`src/rtl/mem_pkg.sv`:
```
// Shared definitions for the writable register-file RAM and its fill engine.
package mem_pkg;

    localparam int unsigned ADDR_W_DEF = 8;
    localparam int unsigned DATA_W_DEF = 8;
    localparam int unsigned DEPTH_DEF  = 16;

    // Fill engine state encoding
    typedef enum logic {
        IDLE = 1'b0,
        FILL = 1'b1
    } fill_state_t;

    // Ceiling log2, never below 1 so counters always have at least one bit
    function automatic int unsigned clog2(input int unsigned value);
        int unsigned r;
        r = 0;
        for (int unsigned i = 0; i < 32; i++) begin
            if ((64'(1) << i) < 64'(value)) begin
                r = i + 1;
            end
        end
        return (r == 0) ? 1 : r;
    endfunction

endpackage

```
`src/rtl/fill_ctrl.sv`:
```
// Bulk-fill engine: walks an index over every location once, writing a latched value.
module fill_ctrl
    import mem_pkg::*;
#(
    parameter int unsigned DATA_W = DATA_W_DEF,
    parameter int unsigned DEPTH  = DEPTH_DEF,
    parameter int unsigned IDX_W  = clog2(DEPTH)
) (
    input  logic              clk,
    input  logic              rst_n,
    input  logic              i_fill_start,
    input  logic [DATA_W-1:0] i_fill_valor,
    output fill_state_t       o_state,
    output logic              o_busy,
    output logic              o_fill_we,
    output logic [IDX_W-1:0]  o_fill_idx,
    output logic [DATA_W-1:0] o_fill_valor
);

    fill_state_t       r_state;
    logic [IDX_W-1:0]  r_idx;
    logic [DATA_W-1:0] r_valor;
    logic              r_busy;
    logic              r_we;

    // FSM, index counter and latched fill value; busy and the write strobe track FILL
    always_ff @(posedge clk or negedge rst_n) begin
        if (!rst_n) begin
            r_state <= IDLE;
            r_idx   <= '0;
            r_valor <= '0;
            r_busy  <= 1'b0;
            r_we    <= 1'b0;
        end else begin
            case (r_state)
                IDLE: begin
                    if (i_fill_start) begin
                        r_state <= FILL;
                        r_idx   <= '0;
                        r_valor <= i_fill_valor;
                        r_busy  <= 1'b1;
                        r_we    <= 1'b1;
                    end
                end
                FILL: begin
                    // Last location written this cycle: drop busy with it, no index wrap
                    if (r_idx == IDX_W'(DEPTH - 1)) begin
                        r_state <= IDLE;
                        r_busy  <= 1'b0;
                        r_we    <= 1'b0;
                    end else begin
                        r_idx <= r_idx + IDX_W'(1);
                    end
                end
                default: begin
                    r_state <= IDLE;
                    r_busy  <= 1'b0;
                    r_we    <= 1'b0;
                end
            endcase
        end
    end

    assign o_state      = r_state;
    assign o_busy       = r_busy;
    assign o_fill_we    = r_we;
    assign o_fill_idx   = r_idx;
    assign o_fill_valor = r_valor;

endmodule

```
`src/rtl/ram_escritura.sv`:
```
// Register-file RAM: valid/ready write port, 1-cycle registered read, bulk fill, range flagging.
module ram_escritura
    import mem_pkg::*;
#(
    parameter int unsigned ADDR_W = ADDR_W_DEF,
    parameter int unsigned DATA_W = DATA_W_DEF,
    parameter int unsigned DEPTH  = DEPTH_DEF
) (
    input  logic              clk,
    input  logic              rst_n,
    input  logic              wr_valid,
    output logic              wr_ready,
    input  logic [ADDR_W-1:0] wr_direccion,
    input  logic [DATA_W-1:0] wr_dato,
    input  logic              rd_en,
    input  logic [ADDR_W-1:0] rd_direccion,
    output logic [DATA_W-1:0] dato_s,
    output logic              rd_valid,
    input  logic              fill_start,
    input  logic [DATA_W-1:0] fill_valor,
    output logic              busy,
    output logic              error
);

    localparam int unsigned IDX_W = clog2(DEPTH);

    logic [DATA_W-1:0] r_mem [DEPTH];

    fill_state_t       w_state;
    logic              w_fill_we;
    logic [IDX_W-1:0]  w_fill_idx;
    logic [DATA_W-1:0] w_fill_valor;
    logic              w_wr_acc;
    logic              w_wr_oor;
    logic              w_rd_oor;
    logic              w_wr_en;
    logic [IDX_W-1:0]  w_wr_idx;
    logic [IDX_W-1:0]  w_rd_idx;
    logic [DATA_W-1:0] w_rd_dato;
    logic              w_error;

    fill_ctrl #(
        .DATA_W (DATA_W),
        .DEPTH  (DEPTH),
        .IDX_W  (IDX_W)
    ) u_fill_ctrl (
        .clk          (clk),
        .rst_n        (rst_n),
        .i_fill_start (fill_start),
        .i_fill_valor (fill_valor),
        .o_state      (w_state),
        .o_busy       (busy),
        .o_fill_we    (w_fill_we),
        .o_fill_idx   (w_fill_idx),
        .o_fill_valor (w_fill_valor)
    );

    // Write port only open while the fill engine is idle, independent of wr_valid
    assign wr_ready = (w_state == IDLE);
    assign w_wr_acc = wr_valid && wr_ready;

    // Range checks on the full address so high addresses never alias low locations
    assign w_wr_oor = (32'(wr_direccion) >= 32'(DEPTH));
    assign w_rd_oor = (32'(rd_direccion) >= 32'(DEPTH));
    assign w_wr_en  = w_wr_acc && !w_wr_oor;
    assign w_wr_idx = wr_direccion[IDX_W-1:0];
    assign w_rd_idx = rd_direccion[IDX_W-1:0];

    // One error pulse whether the write, the read or both are out of range
    assign w_error = (w_wr_acc && w_wr_oor) || (rd_en && w_rd_oor);

    // Read data select: out of range reads zero, a same-address port write is forwarded
    always_comb begin
        w_rd_dato = '0;
        if (!w_rd_oor) begin
            if (w_wr_en && (w_wr_idx == w_rd_idx)) begin
                w_rd_dato = wr_dato;
            end else begin
                w_rd_dato = r_mem[w_rd_idx];
            end
        end
    end

    // Storage array; port writes and fill writes never coincide since the port is closed in FILL
    always_ff @(posedge clk or negedge rst_n) begin
        if (!rst_n) begin
            for (int unsigned i = 0; i < DEPTH; i++) begin
                r_mem[i] <= '0;
            end
        end else begin
            if (w_wr_en) begin
                r_mem[w_wr_idx] <= wr_dato;
            end
            if (w_fill_we) begin
                r_mem[w_fill_idx] <= w_fill_valor;
            end
        end
    end

    // Registered read port and error pulse; dato_s holds between reads
    always_ff @(posedge clk or negedge rst_n) begin
        if (!rst_n) begin
            dato_s   <= '0;
            rd_valid <= 1'b0;
            error    <= 1'b0;
        end else begin
            rd_valid <= rd_en;
            error    <= w_error;
            if (rd_en) begin
                dato_s <= w_rd_dato;
            end
        end
    end

endmodule
```
`config.mk`:
```
export PLATFORM = sky130hd
export DESIGN_NAME = ram_escritura
export DESIGN_NICKNAME = d
export VERILOG_FILES = /design/src/rtl/mem_pkg.sv /design/src/rtl/fill_ctrl.sv /design/src/rtl/ram_escritura.sv
export SDC_FILE = /design/constraint.sdc
export NUM_CORES = 1
export LEC_CHECK = 0
export ABC_AREA = 1
export BUFFER_PORTS_ARGS = -buffer_cell sky130_fd_sc_hd__buf_2
export CELL_PAD_IN_SITES_DETAIL_PLACEMENT = 0
export CELL_PAD_IN_SITES_GLOBAL_PLACEMENT = 1
export CORE_MARGIN = 8
export CORE_UTILIZATION = 44
export CTS_BUF_LIST = sky130_fd_sc_hd__clkbuf_16
export DETAILED_ROUTE_END_ITERATION = 16
export PLACE_DENSITY = 0.91
export RECOVER_POWER = 100
export SYNTH_ARGS = -nofsm -noshare
export SYNTH_HDL_FRONTEND = slang
export SYNTH_SLANG_ARGS = --single-unit
export TNS_END_PERCENT = 100
```
`constraint.sdc`:
```
create_clock -name clk -period 2.1 [get_ports clk]
set_input_delay 0.105 -clock clk [delete_from_list [all_inputs] [get_ports clk]]
set_output_delay 0.105 -clock clk [all_outputs]
set_load 0.02 [all_outputs]
```
* After elaboration in Yosys (flattened, before gate mapping)
Index checks and enable logic that the tools add are counted.
Cells by class: add/sub/neg operators 1, order comparisons 7, equality and inequality tests 5, muxes and demuxes 22, bitwise logic cells 4, reduce and logical (&&, ||, !) cells 12
Operators by type and width (number):
- bitwise mux 128 bit | 2
- two-way mux 128 bit | 2
- demux 8 bit (select 4 bit) | 2
- two-way mux 8 bit | 6
- binary-select mux 8 bit (select 4 bit) | 1
- greater-or-equal comparator 8 x 5 -> 1 bit, second input constant | 2
- greater-or-equal comparator 5 bit, second input constant | 3
- inverter 4 -> 5 bit | 3
- < comparator 5 x 1 -> 1 bit, second input constant | 2
- two-way mux 4 bit | 2
- case mux 4 bit (2 select lines) | 1
- logical AND 1 bit | 7
- AND reduction 2 bit | 3
- adder 4 x 1 -> 4 bit, second input constant | 1
- == test 4 bit | 1
- == test 4 bit, second input constant | 1
- two-way mux 1 bit | 4
- != test 2 bit, second input constant | 2
- case mux 1 bit (2 select lines) | 2
- != test 2 x 1 -> 1 bit, second input constant | 1
- zero test 1 bit | 1
- logical OR 1 bit | 1
- inverter 1 bit | 1
Word-level totals: flip-flop bits (word level) 152, input bits 37, output and inout port bits 12

* Longest topological paths before layout
Gate-level depths: netlist of the first run.
depth in word-level cells 9, gate-level depth with buffers 11, gate-level depth less buffers 10

* Modules after synthesis
A second synthesis of the first run with hierarchy kept.
Second synthesis, totals: cells, all modules 1466, area total of the unflattened synthesis 9267.6 µm²
By module, submodules not included:
- ram_escritura | times used 1, cells an instance 1399, area an instance 8650.8 µm²
- fill_ctrl | times used 1, cells an instance 67, area an instance 616.8 µm²

* Least setup slack after synthesis of the first run
No wires, ideal clock.
kind register to register, from register u_fill_ctrl.r_state, in the netlist u_fill_ctrl.o_state, to register r_mem[53] in the netlist's numbering, library setup time 0.117 ns, data arrival time 1.430 ns, required time 1.983 ns, setup slack 0.553 ns, stages on the path, launching flop included 11, period minus slack after synthesis 1.547 ns, cell sequence dfrtp_1 > inv_2 > nand2_1 > nor2_4 > nand2_1 > inv_2 > nand2_1 > nand2_1 > o21ai_0 > nand2_1 > nand2_1
On the way: cells in the longest elaborated chain, start to end 6
RTL lines:
- start, declared | RTL line fill_ctrl.sv:20 | fill_state_t r_state;
- start signal, assigned | RTL line fill_ctrl.sv:29 | r_state <= IDLE;
- start signal, assigned | RTL line fill_ctrl.sv:38 | r_state <= FILL;
- start signal, assigned | RTL line fill_ctrl.sv:48 | r_state <= IDLE;
- inverter 1 bit (no line) *
- net wr_ready | RTL line ram_escritura.sv:12 | output logic wr_ready,
- logical AND 1 bit * | RTL line ram_escritura.sv:60 | assign w_wr_acc = wr_valid && wr_ready;
- logical AND 1 bit * | RTL line ram_escritura.sv:65 | assign w_wr_en = w_wr_acc && !w_wr_oor;
- two-way mux 128 bit * | RTL line ram_escritura.sv:91 | if (w_wr_en) begin
- bitwise mux 128 bit | RTL line ram_escritura.sv:95 | r_mem[w_fill_idx] <= w_fill_valor;
- two-way mux 128 bit * | RTL line ram_escritura.sv:94 | if (w_fill_we) begin
- end signal, assigned by index | RTL line ram_escritura.sv:92 | r_mem[w_wr_idx] <= wr_dato;
- end signal, assigned by index | RTL line ram_escritura.sv:95
- end, declared | RTL line ram_escritura.sv:27 | logic [DATA_W-1:0] r_mem [DEPTH];
The timed path passes the listed nets; every way through them passes the cells marked *. A chain may end at the register's enable or synchronous reset.

* Worst setup path after layout of the first run
from register u_fill_ctrl.r_idx[1], in the netlist u_fill_ctrl.o_fill_idx[1], to register r_mem[18] in the netlist's numbering
On the way: cells in the longest elaborated chain, start to end 7, elaborated cells between the ends (all ways) 8, classes of those cells order compare (2); mux (4); bitwise (1); reduce/logical (1)
RTL lines:
- start, declared | RTL line fill_ctrl.sv:21 | logic [IDX_W-1:0] r_idx;
- start signal, assigned | RTL line fill_ctrl.sv:52 | r_idx <= r_idx + IDX_W'(1);
- inverter 4 -> 5 bit (not written as such) * | RTL line ram_escritura.sv:95
- greater-or-equal comparator 5 bit (not written as such) or < comparator 5 x 1 -> 1 bit (tied branches) | RTL line ram_escritura.sv:95
- logical AND 1 bit (not written as such) | RTL line ram_escritura.sv:95
- two-way mux 8 bit (not written as such) | RTL line ram_escritura.sv:95
- demux 8 bit (select 4 bit) * | RTL line ram_escritura.sv:95
- bitwise mux 128 bit * | RTL line ram_escritura.sv:95
- two-way mux 128 bit * | RTL line ram_escritura.sv:94
Mark *: on every way between the ends. The rest lies on a longest branch, timed or not.

==> results.md, run 1 <==
* Endpoint type of the worst setup path: register
* GRT Overall Usage at 0.2648
* Critical Path Most Common Cell: inv_1
* DR pass1 iterations at 6
* GR met1 Demand/Resource at 0.3639
* Final period util at 0.8898
* Seq/Total Area, Yosys at 0.4100
* CTS tree: yes
* Maximum clock frequency at 0.5351 GHz
* Synth top area share at 0.4100
* Worst Slack Setup Final at 0.2314 ns
* Worst-Margin Slew at 1.165 ns
* Total gr overflow at 0
* Initial core utilization at 0.4441
* Post-DR vias/cell at 5.527
* WL/cell at 19.24 um
* Setup total negative slack at 0 ns
* H-tree levels at 4
* Setup crit end: r_mem[18]
* Critical-path cell list: inv_1 -> ha_1 -> nand2_1 -> nor2_1 -> inv_1 -> o21ai_0 -> inv_1
* Synth cell types at 26
* CTS Sinks at 152
* Met2 Use GR at 0.3957
* DRC violations left at 0
* Max clock buf depth at 2
* Row count at 53
* Initial antenna violation count at 0
* CP bufs+invs at 3
* Reg2Reg Setup Slack at 0.23 ns
* Mapped cell area at 9278 sq um
* CP Depth at 7
* Total clock buffers created by CTS at 17
* Share of cells above drive strength 1 at 0.08478
* GR Layer Usage met3 at 0.04836
* R2r startpoint: u_fill_ctrl.o_fill_idx[1]
* Diode count at 0
* Area grow syn2layout at 14.69%
* Fillers at 2176
* Slew Viols, Final at 0
* Total of max-cap violations at 0
* Relative slew slack at 0.2235
* Syn Area/Cell at 6.492 sq um
* Die Height at 161.2 um
* Clk slew on worst S/H paths at 0.06 ns
* Post-synthesis cell count at 1429
* WP data required at 2.42 ns
* Worst r2r dst: r_mem[18]
* First-pass GRT wire length at 53.10 mm
* Final hold violations at 0
* Leak at 5.619 nW
* Initial drt markers at 1134
* Vias post-DR at 9799
* PortBufs at 48
* Detailed placer's ending HPWL at 23.02 mm
* Period minus WS final at 1.869 ns
* Peak supply drop at 670.3 uV
* Boundary Pins at 49
* Run status: finished, final reports clean
* Clock root cell: clkbuf_16
* Setup bufs post-CTS at 0
* Primary FF master, synth: dfrtp_1
* DRT Wirelength at 34.11 mm
* Ys async rst share at 1.000
* Post-Place Setup Slack at 0.2068 ns
* Critical path's slowest cell: dfrtp_1
* Start point of the critical path: u_fill_ctrl.o_fill_idx[1]
* Die area at 25990 sq um
* Vias in the first global route at 9041
* Routed Antenna Nets at 0
* GP Congestion at 0.9621
* Main area contributors after synthesis: dfrtp_1 (41%), nand2_1 (23%), nand3_1 (10%)
* Type of the most critical hold path: primary input to register
* Clock latency at the later pin of the worst-skew pair at 0.43 ns
* Worst path max stage delay at 0.42 ns
* CORE AREA at 20890 sq um
* RSZ-0062 raised after global routing: false
* Crit path kind: register to register
* # setup viols final at 0
* R2R cell count at 7
* Worst clock skew at 0.006198 ns
* Chip width at 161.2 um
* Syn_nets at 1470
* Power Density at 1301 nW/um^2
* Cell taking the most area after synthesis: dfrtp_1
* CP max FO at 13
* Synthesis warning total at 0
* EDFF count, synth at 0
* Largest net degree at the start of global routing at 70
* Post-synthesis register bit count at 152
* Nets at 1526
* Critical path arrival at 2.19 ns
* Setup crit start kind: register
* Most crowded layer after global routing: met2
* Largest delay share family, worst path: simple AND/OR/NAND/NOR gates
==> cell usage after synthesis, types with 8 or more instances <==
cell type	instances
a21oi_1	8
buf_2	17
clkbuf_1	49
dfrtp_1	152
inv_1	168
nand2_1	557
nand3_1	188
nor2_1	63
o211ai_1	16
o21ai_0	138
o21ai_1	12
o22ai_1	16
==> per-layer routing <==
metal / wire [um] / part of all wire
met1: 14350 / 0.42
met5: 0 / 0
met4: 1786 / 0.052
met3: 3186 / 0.093
met2: 14780 / 0.43
==> worst reg2reg max path, cell delays in order (launching register included) <==
cell and delay (ns):
dfrtp_1 0.42, inv_1 0.13, ha_1 0.15, nand2_1 0.12
nor2_1 0.36, inv_1 0.29, o21ai_0 0.23, inv_1 0.05
==> area by class of cell <==
type | count | area [sq um] | share of cell area
clock buffer | 17 | 425.4 | 0.03998
inverter | 176 | 660.6 | 0.06209
tap | 275 | 344.1 | 0.03234
timing repair buffer | 109 | 725.7 | 0.06820
multi-input combinational | 1029 | 4521 | 0.4249
sequential | 152 | 3804 | 0.3575
clock inverter | 15 | 160.2 | 0.01505
==> worst min-delay path by stage <==
stage,start,to,slack (ns),cells after the start
floorplan,rst_n,dato_s[0],-0.19,0
global placement,rst_n,r_mem[43],0.07,1
detailed placement,rst_n,r_mem[42],0.07,1
CTS,wr_valid,error,0.009,2
global route,rd_direccion[6],error,0.02,4
finish,rd_direccion[6],error,0.02,4
==> flip-flops by register name, summed over array words and instances (netlist names) <==
signal                    flops
r_mem                       128
error                         1
u_fill_ctrl.o_fill_valor      8
dato_s                        8
rd_valid                      1
u_fill_ctrl.o_fill_we         1
u_fill_ctrl.o_state           1
u_fill_ctrl.o_fill_idx        4
==> per-stage QoR <==
step	power, mW	utilization	cell area [sq um]	cells	hold WS [ns]
after floorplan	8.727	-	9278	1429	-0.1906
after global placement	10.39	0.4790	10010	1731	0.06777
after detailed placement	10.59	0.4790	10010	1731	0.06991
after CTS	13.77	0.5118	10690	1773	0.008537
after global routing	14.89	0.5094	10640	1773	0.01597
final	13.84	0.5094	10640	1773	0.02181
==> timing repair <==
item,in CTS,in global routing
gates resized for setup,0,1
hold buffers,10,0
endpoints found under the setup margin,0,1
hold endpoints to repair,49,0
==> layout by cell type (no fill, tap or decap), types with 14 or more instances in the layout <==
cell type    n
o211ai_1    16
nand3_1    187
o21ai_0    145
inv_1      171
buf_4       40
nor2_1      64
nand2_1    557
dfrtp_1    152
o22ai_1     16
clkbuf_16   17
buf_2       34
clkbuf_1    14
==> report_power, final <==
group | internal (mW) | total (mW) | leakage, nW | switching (mW)
registers | 4.30 | 5.25 | 1.73 | 0.950
logic | 1.90 | 5.44 | 3.60 | 3.54
clock network | 1.85 | 3.15 | 0.291 | 1.30
==> cells by family (layout without fill, tap and decap cells) <==
| group | count (synthesis) | count (layout) | synth area share |
|---|---|---|---|
| AOI/OAI and AO/OA | 193 | 193 | 0.1118 |
| xor gates and xnor gates | 5 | 5 | 0.004721 |
| adders and majority gates | 4 | 4 | 0.005395 |
| buffers and inverters | 248 | 317 | 0.1030 |
| DFF | 152 | 152 | 0.4100 |
| and+or+nand+nor | 827 | 827 | 0.3651 |
(Power assumes the default switching activity.)
==> run 2: changes to the inputs <==
Settings changed: CORE_ASPECT_RATIO set to 0.9.
==> results.md, run 2 (synthesis results as in run 1) <==
* Run status: finished, violations left
* Violated checks: hold timing
* Post-DR vias/cell at 5.435 (-1.7%)
* Power Density at 1297 nW/um^2 (-0.29%)
* Vias in the first global route at 8821 (-2.4%)
* Nets at 1534 (+0.52%)
* Slew Viols, Final at 0 (unchanged)
* DRC violations left at 0 (unchanged)
* Setup crit start kind: register
* RSZ-0062 raised after global routing: false
* Maximum clock frequency at 0.4983 GHz (-6.9%)
* Worst clock skew at 0.009229 ns (+0.003031 ns)
* Sw Share at 0.4266 (+0.008287)
* Relative slew slack at 0.1413 (-0.08221)
* Critical path arrival at 2.31 ns (+0.12 ns)
* Clock latency at the later pin of the worst-skew pair at 0.44 ns (about the same)
* Critical-path cell list: inv_2 -> nand2_1 -> nor2_4 -> buf_4 -> nand3_1 -> clkbuf_2 -> nand2_1 -> o21ai_0 -> nand2_1 -> o21ai_0
* Largest delay share family, worst path: simple AND/OR/NAND/NOR gates
* Routed Antenna Nets at 0 (unchanged)
* Peak supply drop at 1054 uV (+57%)
* Boundary Pins at 49 (unchanged)
* Pint at 7.969 mW (-1.0%)
* Total gr overflow at 0 (unchanged)
* Setup total negative slack at 0 ns (unchanged)
* First-pass GRT wire length at 52.25 mm (-1.6%)
* Worst path max stage delay at 0.45 ns (+0.03 ns)
* GP Congestion at 0.9510 (-1.2%)
* Fin Hold WS at -0.0001118 ns (-0.02192 ns)
* Area grow syn2layout at 15.50%
* Max clock buf depth at 2 (unchanged)
* Worst-Margin Slew at 1.288 ns (+0.1233 ns)
* Setup bufs post-CTS at 0 (unchanged)
* Largest net degree at the start of global routing at 70 (unchanged)
* Final Cell Area at 10720 sq um (+0.71%)
* PortBufs at 48 (unchanged)
* Final period util at 0.9556 (+0.06576)
* Clock root cell: clkbuf_16
* Critical path's slowest cell: dfrtp_1
* Final hold violations at 1 (+1)
* CTS Sinks at 152 (unchanged)
* Initial core utilization at 0.4467 (+0.002542)
* Clk slew on worst S/H paths at 0.07 ns (about the same)
* Crit path kind: register to register
* WL/cell at 18.98 um (-1.3%)
* WP data required at 2.40 ns (-0.02 ns)
* Initial antenna violation count at 0 (unchanged)
* Row count at 50 (-5.7%)
* DR pass1 iterations at 8 (+2)
* Leading cell type in the layout, fill and taps excluded: nand2_1
* Clock Power Share at 0.229 (about the same)
* Critical Path Most Common Cell: nand2_1
* CTS tree: yes
* Share of cells above drive strength 1 at 0.08699 (+0.002206)
* Most frequent cells in the layout: nand2_1 (557), nand3_1 (188), inv_1 (168)
* Diode count at 0 (unchanged)
* Sequential Power Share at 0.383 (+0.004)
* Leak at 5.624 nW (about the same)
* CP max FO at 16 (+3)
* Vias post-DR at 9739 (-0.61%)
* Detailed placer's ending HPWL at 22.95 mm (-0.29%)
* DRT Wirelength at 34.02 mm (-0.26%)
* H-tree levels at 4 (unchanged)
* Combinational Power Share at 0.388 (-0.005)
* Max reg flops at 128 (unchanged)
* Chip width at 169.1 um (+4.9%)
* Total clock buffers created by CTS at 17 (unchanged)
* CP bufs+invs at 3 (unchanged)
* Die area at 25990 sq um (about the same)
* Endpoint type of the worst setup path: register
* Switching pwr at 5.929 mW (+2.4%)
* Placed inst area at 10080 sq um (+0.79%)
* Most flop-heavy register: r_mem
* Die Height at 153.8 um (-4.6%)
* Initial drt markers at 1315 (+16%)
* Total of max-cap violations at 0 (unchanged)
* CORE AREA at 20770 sq um (-0.57%)
* Type of the most critical hold path: primary input to register
* GRT Overall Usage at 0.2634 (-0.001394)
* # setup viols final at 0 (unchanged)
* Period minus WS final at 2.007 ns (+0.1381 ns)
run 2: changes by cell type in the layout (fill, tap and decap cells not counted), moves of 2 or more:
cell	delta
clkbuf_2	-3
clkinv_4	+2
inv_6	+3
clkbuf_1	+7
inv_1	-3
clkinv_2	-5
buf_4	+3
o21ai_1	+4
clkinvlp_4	+2
o21ai_0	-4
inv_2	+2
run 2: worst paths after layout:
| path | startpoint | end | slack (ns) | cells after the start |
|---|---|---|---|---|
| setup / recovery | u_fill_ctrl.o_state | r_mem[76] | 0.09 | 10 |
| hold / removal | fill_start | u_fill_ctrl.o_state | -0.0001 | 3 |
| setup reg to reg | u_fill_ctrl.o_state | r_mem[76] | 0.09 | 10 |
| hold reg to reg | dato_s[2] | dato_s[2] | 0.48 | 2 |
| max in group asynchronous | rst_n | r_mem[108] | 0.29 | 3 |
| min in group asynchronous | rst_n | r_mem[19] | 0.48 | 2 |
run 2: through the flow:
step / setup slack [ns] / hold WS (ns) / std cells / utilization / total power [mW]
after floorplan: 0.5527 / -0.1906 / 1429 / - / 8.727
after global placement: 0.2804 / 0.07870 / 1749 / 0.4855 / 10.41
after detailed placement: 0.2344 / 0.07224 / 1749 / 0.4855 / 10.58
after CTS: 0.2241 / 0.008539 / 1792 / 0.5194 / 13.78
after global routing: 0.01487 / 0.02128 / 1792 / 0.5159 / 14.91
final: 0.09325 / -0.0001118 / 1792 / 0.5159 / 13.90
run 2: power groups by stage:
| stage | clock, mW | sequential, mW | combinational, mW |
|---|---|---|---|
| after detailed placement | 0 | 5.30 | 5.28 |
| after floorplan | 0 | 4.97 | 3.76 |
| final | 3.18 | 5.32 | 5.40 |
| after global placement | 0 | 5.27 | 5.14 |
| after global routing | 3.31 | 5.45 | 6.15 |
| after CTS | 3.18 | 5.27 | 5.33 |
run 2: tightest hold or removal path: stages:
cell and delay, ns:
buf_2 0.08, nand2_1 0.06, nand2_1 0.15
run 2: per-layer routing:
metal | share of wire | vias up | routed length (um) | track usage
met5 | 0 | - | 0 | 0
li1 | - | 4648 | - | -
met3 | 0.12 | 78 | 4034 | 0.07448
met4 | 0.031 | 0 | 1071 | 0.09305
met1 | 0.43 | 4481 | 14550 | 0.3708
met2 | 0.42 | 532 | 14360 | 0.3792
run 2: area by class of cell:
cell class / instances / area (sq um)
tap: 286 / 357.8
clock buffer: 17 / 425.4
fill: 2145 / 10050
clock inverter: 15 / 167.7
inverter: 176 / 660.6
sequential: 152 / 3804
timing repair buffer: 117 / 782.0
multi-input combinational: 1029 / 4518
run 2: timing repair:
| item | CTS | global route |
|---|---|---|
| setup endpoints to repair | 0 | 1 |
| hold buffers | 11 | 0 |
| endpoints found under the hold margin | 63 | 0 |
| gates resized for setup | 0 | 0 |
==> run 3: changes to the inputs <==
Settings changed: CTS_CLUSTER_DIAMETER set to 60, HOLD_SLACK_MARGIN set to 0.02.
==> results.md, run 3 (synthesis results as in run 1) <==
* Worst clock skew at 0.008640 ns (-0.0005893 ns)
* GRT Overall Usage at 0.2635 (about the same)
* Max reg flops at 128 (unchanged)
* HP Start: wr_dato[5]
* Slew Viols, Final at 0 (unchanged)
* Critical path arrival at 2.34 ns (+0.03 ns)
* DR pass1 iterations at 6 (-2)
* Worst Slack Setup Final at 0.06593 ns (-0.02731 ns)
* # setup viols final at 0 (unchanged)
* Reg2Reg Setup Slack at 0.07 ns (-0.03 ns)
* WP data required at 2.40 ns (about the same)
* Row count at 50 (unchanged)
* Chip width at 169.1 um (unchanged)
* First-pass GRT wire length at 52.29 mm (about the same)
* Worst Hold Depth at 5 (+2)
* Run status: finished, final reports clean
* RSZ-0062 raised after global routing: false
* Worst path max stage delay at 0.45 ns (about the same)
* Critical Path Most Common Cell: nand2_1
* CORE AREA at 20770 sq um (unchanged)
* Clock latency at the later pin of the worst-skew pair at 0.44 ns (about the same)
* R2r startpoint: u_fill_ctrl.o_state
* Crit path kind: register to register
* Setup bufs post-CTS at 0 (unchanged)
* Vias in the first global route at 8839 (+0.20%)
* Fillers at 2143 (-0.093%)
* Leak at 5.633 nW (+0.15%)
* Relative slew slack at 0.1413 (about the same)
* Critical-path cell list: inv_2 -> nand2_1 -> nor2_4 -> buf_4 -> nand3_1 -> clkbuf_2 -> nand2_1 -> o21ai_0 -> nand2_1 -> o21ai_0
* Worst r2r dst: r_mem[76]
* Critical path's slowest cell: dfrtp_1
* Endpoint type of the worst setup path: register
* H-tree levels at 4 (unchanged)
* Placed inst area at 10080 sq um (unchanged)
* CTS tree: yes
* Most frequent cells in the layout: nand2_1 (557), nand3_1 (188), inv_1 (168)
* Share of cells above drive strength 1 at 0.08687 (-0.0001154)
* Fin Hold WS at 0.06210 ns (+0.06221 ns)
* Total of max-cap violations at 0 (unchanged)
* CTS Sinks at 152 (unchanged)
* Boundary Pins at 49 (unchanged)
* Initial antenna violation count at 0 (unchanged)
* DRT Wirelength at 34.01 mm (about the same)
* Final hold violations at 0 (-1)
* GP Congestion at 0.9510 (unchanged)
* WL/cell at 18.96 um (-0.12%)
* Setup crit start kind: register
* Power Density at 1295 nW/um^2 (-0.16%)
* Clk slew on worst S/H paths at 0.07 ns (about the same)
* Type of the most critical hold path: primary input to register
* Total gr overflow at 0 (unchanged)
* Diode count at 0 (unchanged)
* Final period util at 0.9686 (+0.01301)
* Initial core utilization at 0.4467 (unchanged)
* Tot Pwr at 13.90 mW (about the same)
* Die area at 25990 sq um (unchanged)
* Largest net degree at the start of global routing at 70 (unchanged)
* Routed Antenna Nets at 0 (unchanged)
* Period minus WS final at 2.034 ns (+0.02731 ns)
* Initial drt markers at 1326 (+0.84%)
* Peak supply drop at 1053 uV (-0.17%)
* Vias post-DR at 9837 (+1.0%)
* DRC violations left at 0 (unchanged)
* Leading cell type in the layout, fill and taps excluded: nand2_1
* Clock root cell: clkbuf_16
* Nets at 1536 (+0.13%)
* Maximum clock frequency at 0.4916 GHz (-1.3%)
* Most flop-heavy register: r_mem
* PortBufs at 48 (unchanged)
* Worst Hold End: r_mem[93]
* Total clock buffers created by CTS at 17 (unchanged)
* Setup total negative slack at 0 ns (unchanged)
* Post-Place Setup Slack at 0.2344 ns (unchanged)
* Post-DR vias/cell at 5.483 (+0.89%)
* Detailed placer's ending HPWL at 22.95 mm (unchanged)
* Final Cell Area at 10740 sq um (+0.19%)
* Die Height at 153.8 um (unchanged)
* Worst-Margin Slew at 1.288 ns (+0.00006084 ns)
* CP max FO at 16 (unchanged)
* Post_cts resized at 0 (unchanged)
* Max clock buf depth at 2 (unchanged)
* R2R cell count at 10 (unchanged)
* Area grow syn2layout at 15.71%
run 3: how the worst max path moves through the flow:
stage / slack [ns] / cells after the start / end / from
2_1_floorplan: 0.55 / 10 / r_mem[53] / u_fill_ctrl.o_state
3_3_place_gp: 0.28 / 10 / r_mem[53] / u_fill_ctrl.o_state
3_5_place_dp: 0.23 / 8 / r_mem[55] / u_fill_ctrl.o_state
4_1_cts: 0.22 / 8 / r_mem[55] / u_fill_ctrl.o_state
5_1_grt: 0.01 / 3 / r_mem[108] / rst_n
6_report: 0.07 / 10 / r_mem[76] / u_fill_ctrl.o_state
run 3: repair_timing:
item | 4_1_cts | 5_1_grt
endpoints found under the hold margin | 64 | 0
setup endpoints to repair | 0 | 1
hold buffers | 13 | 0
run 3: cell type report:
class,count,area [sq um],share of cell area
tap,286,357.8,0.03333
clock buffer,17,425.4,0.03963
inverter,176,660.6,0.06154
clock inverter,15,167.7,0.01562
sequential,152,3804,0.3543
timing repair buffer,119,802.0,0.07471
multi-input combinational,1029,4518,0.4209
run 3: critical path: cells and delay by family, from the launching register on:
family	cells	cell delay, ns
AOI/OAI and AO/OA	2	0.19
and+or+nand+nor	5	0.66
buffers and inverters	3	0.59
DFF	1	0.45
run 3: stage by stage:
step | utilization | std cells
CTS | 0.5204 | 1794
floorplan | - | 1429
finish | 0.5169 | 1794
detailed placement | 0.4855 | 1749
global placement | 0.4855 | 1749
global route | 0.5169 | 1794
run 3: per-layer routing:
metal / GRT usage / vias up / share of wire
met1: 0.3709 / 4532 / 0.43
met3: 0.07423 / 83 / 0.12
met5: 0 / - / 0
met4: 0.09305 / 0 / 0.031
met2: 0.3795 / 570 / 0.42
li1: - / 4652 / -
run 3: power breakdown:
part	switching (mW)	total, mW	leakage, nW	internal (mW)
clock network	1.41	3.18	0.279	1.77
registers	1.02	5.32	1.73	4.30
logic	3.50	5.40	3.63	1.90
total	5.93	13.9	5.63	7.97
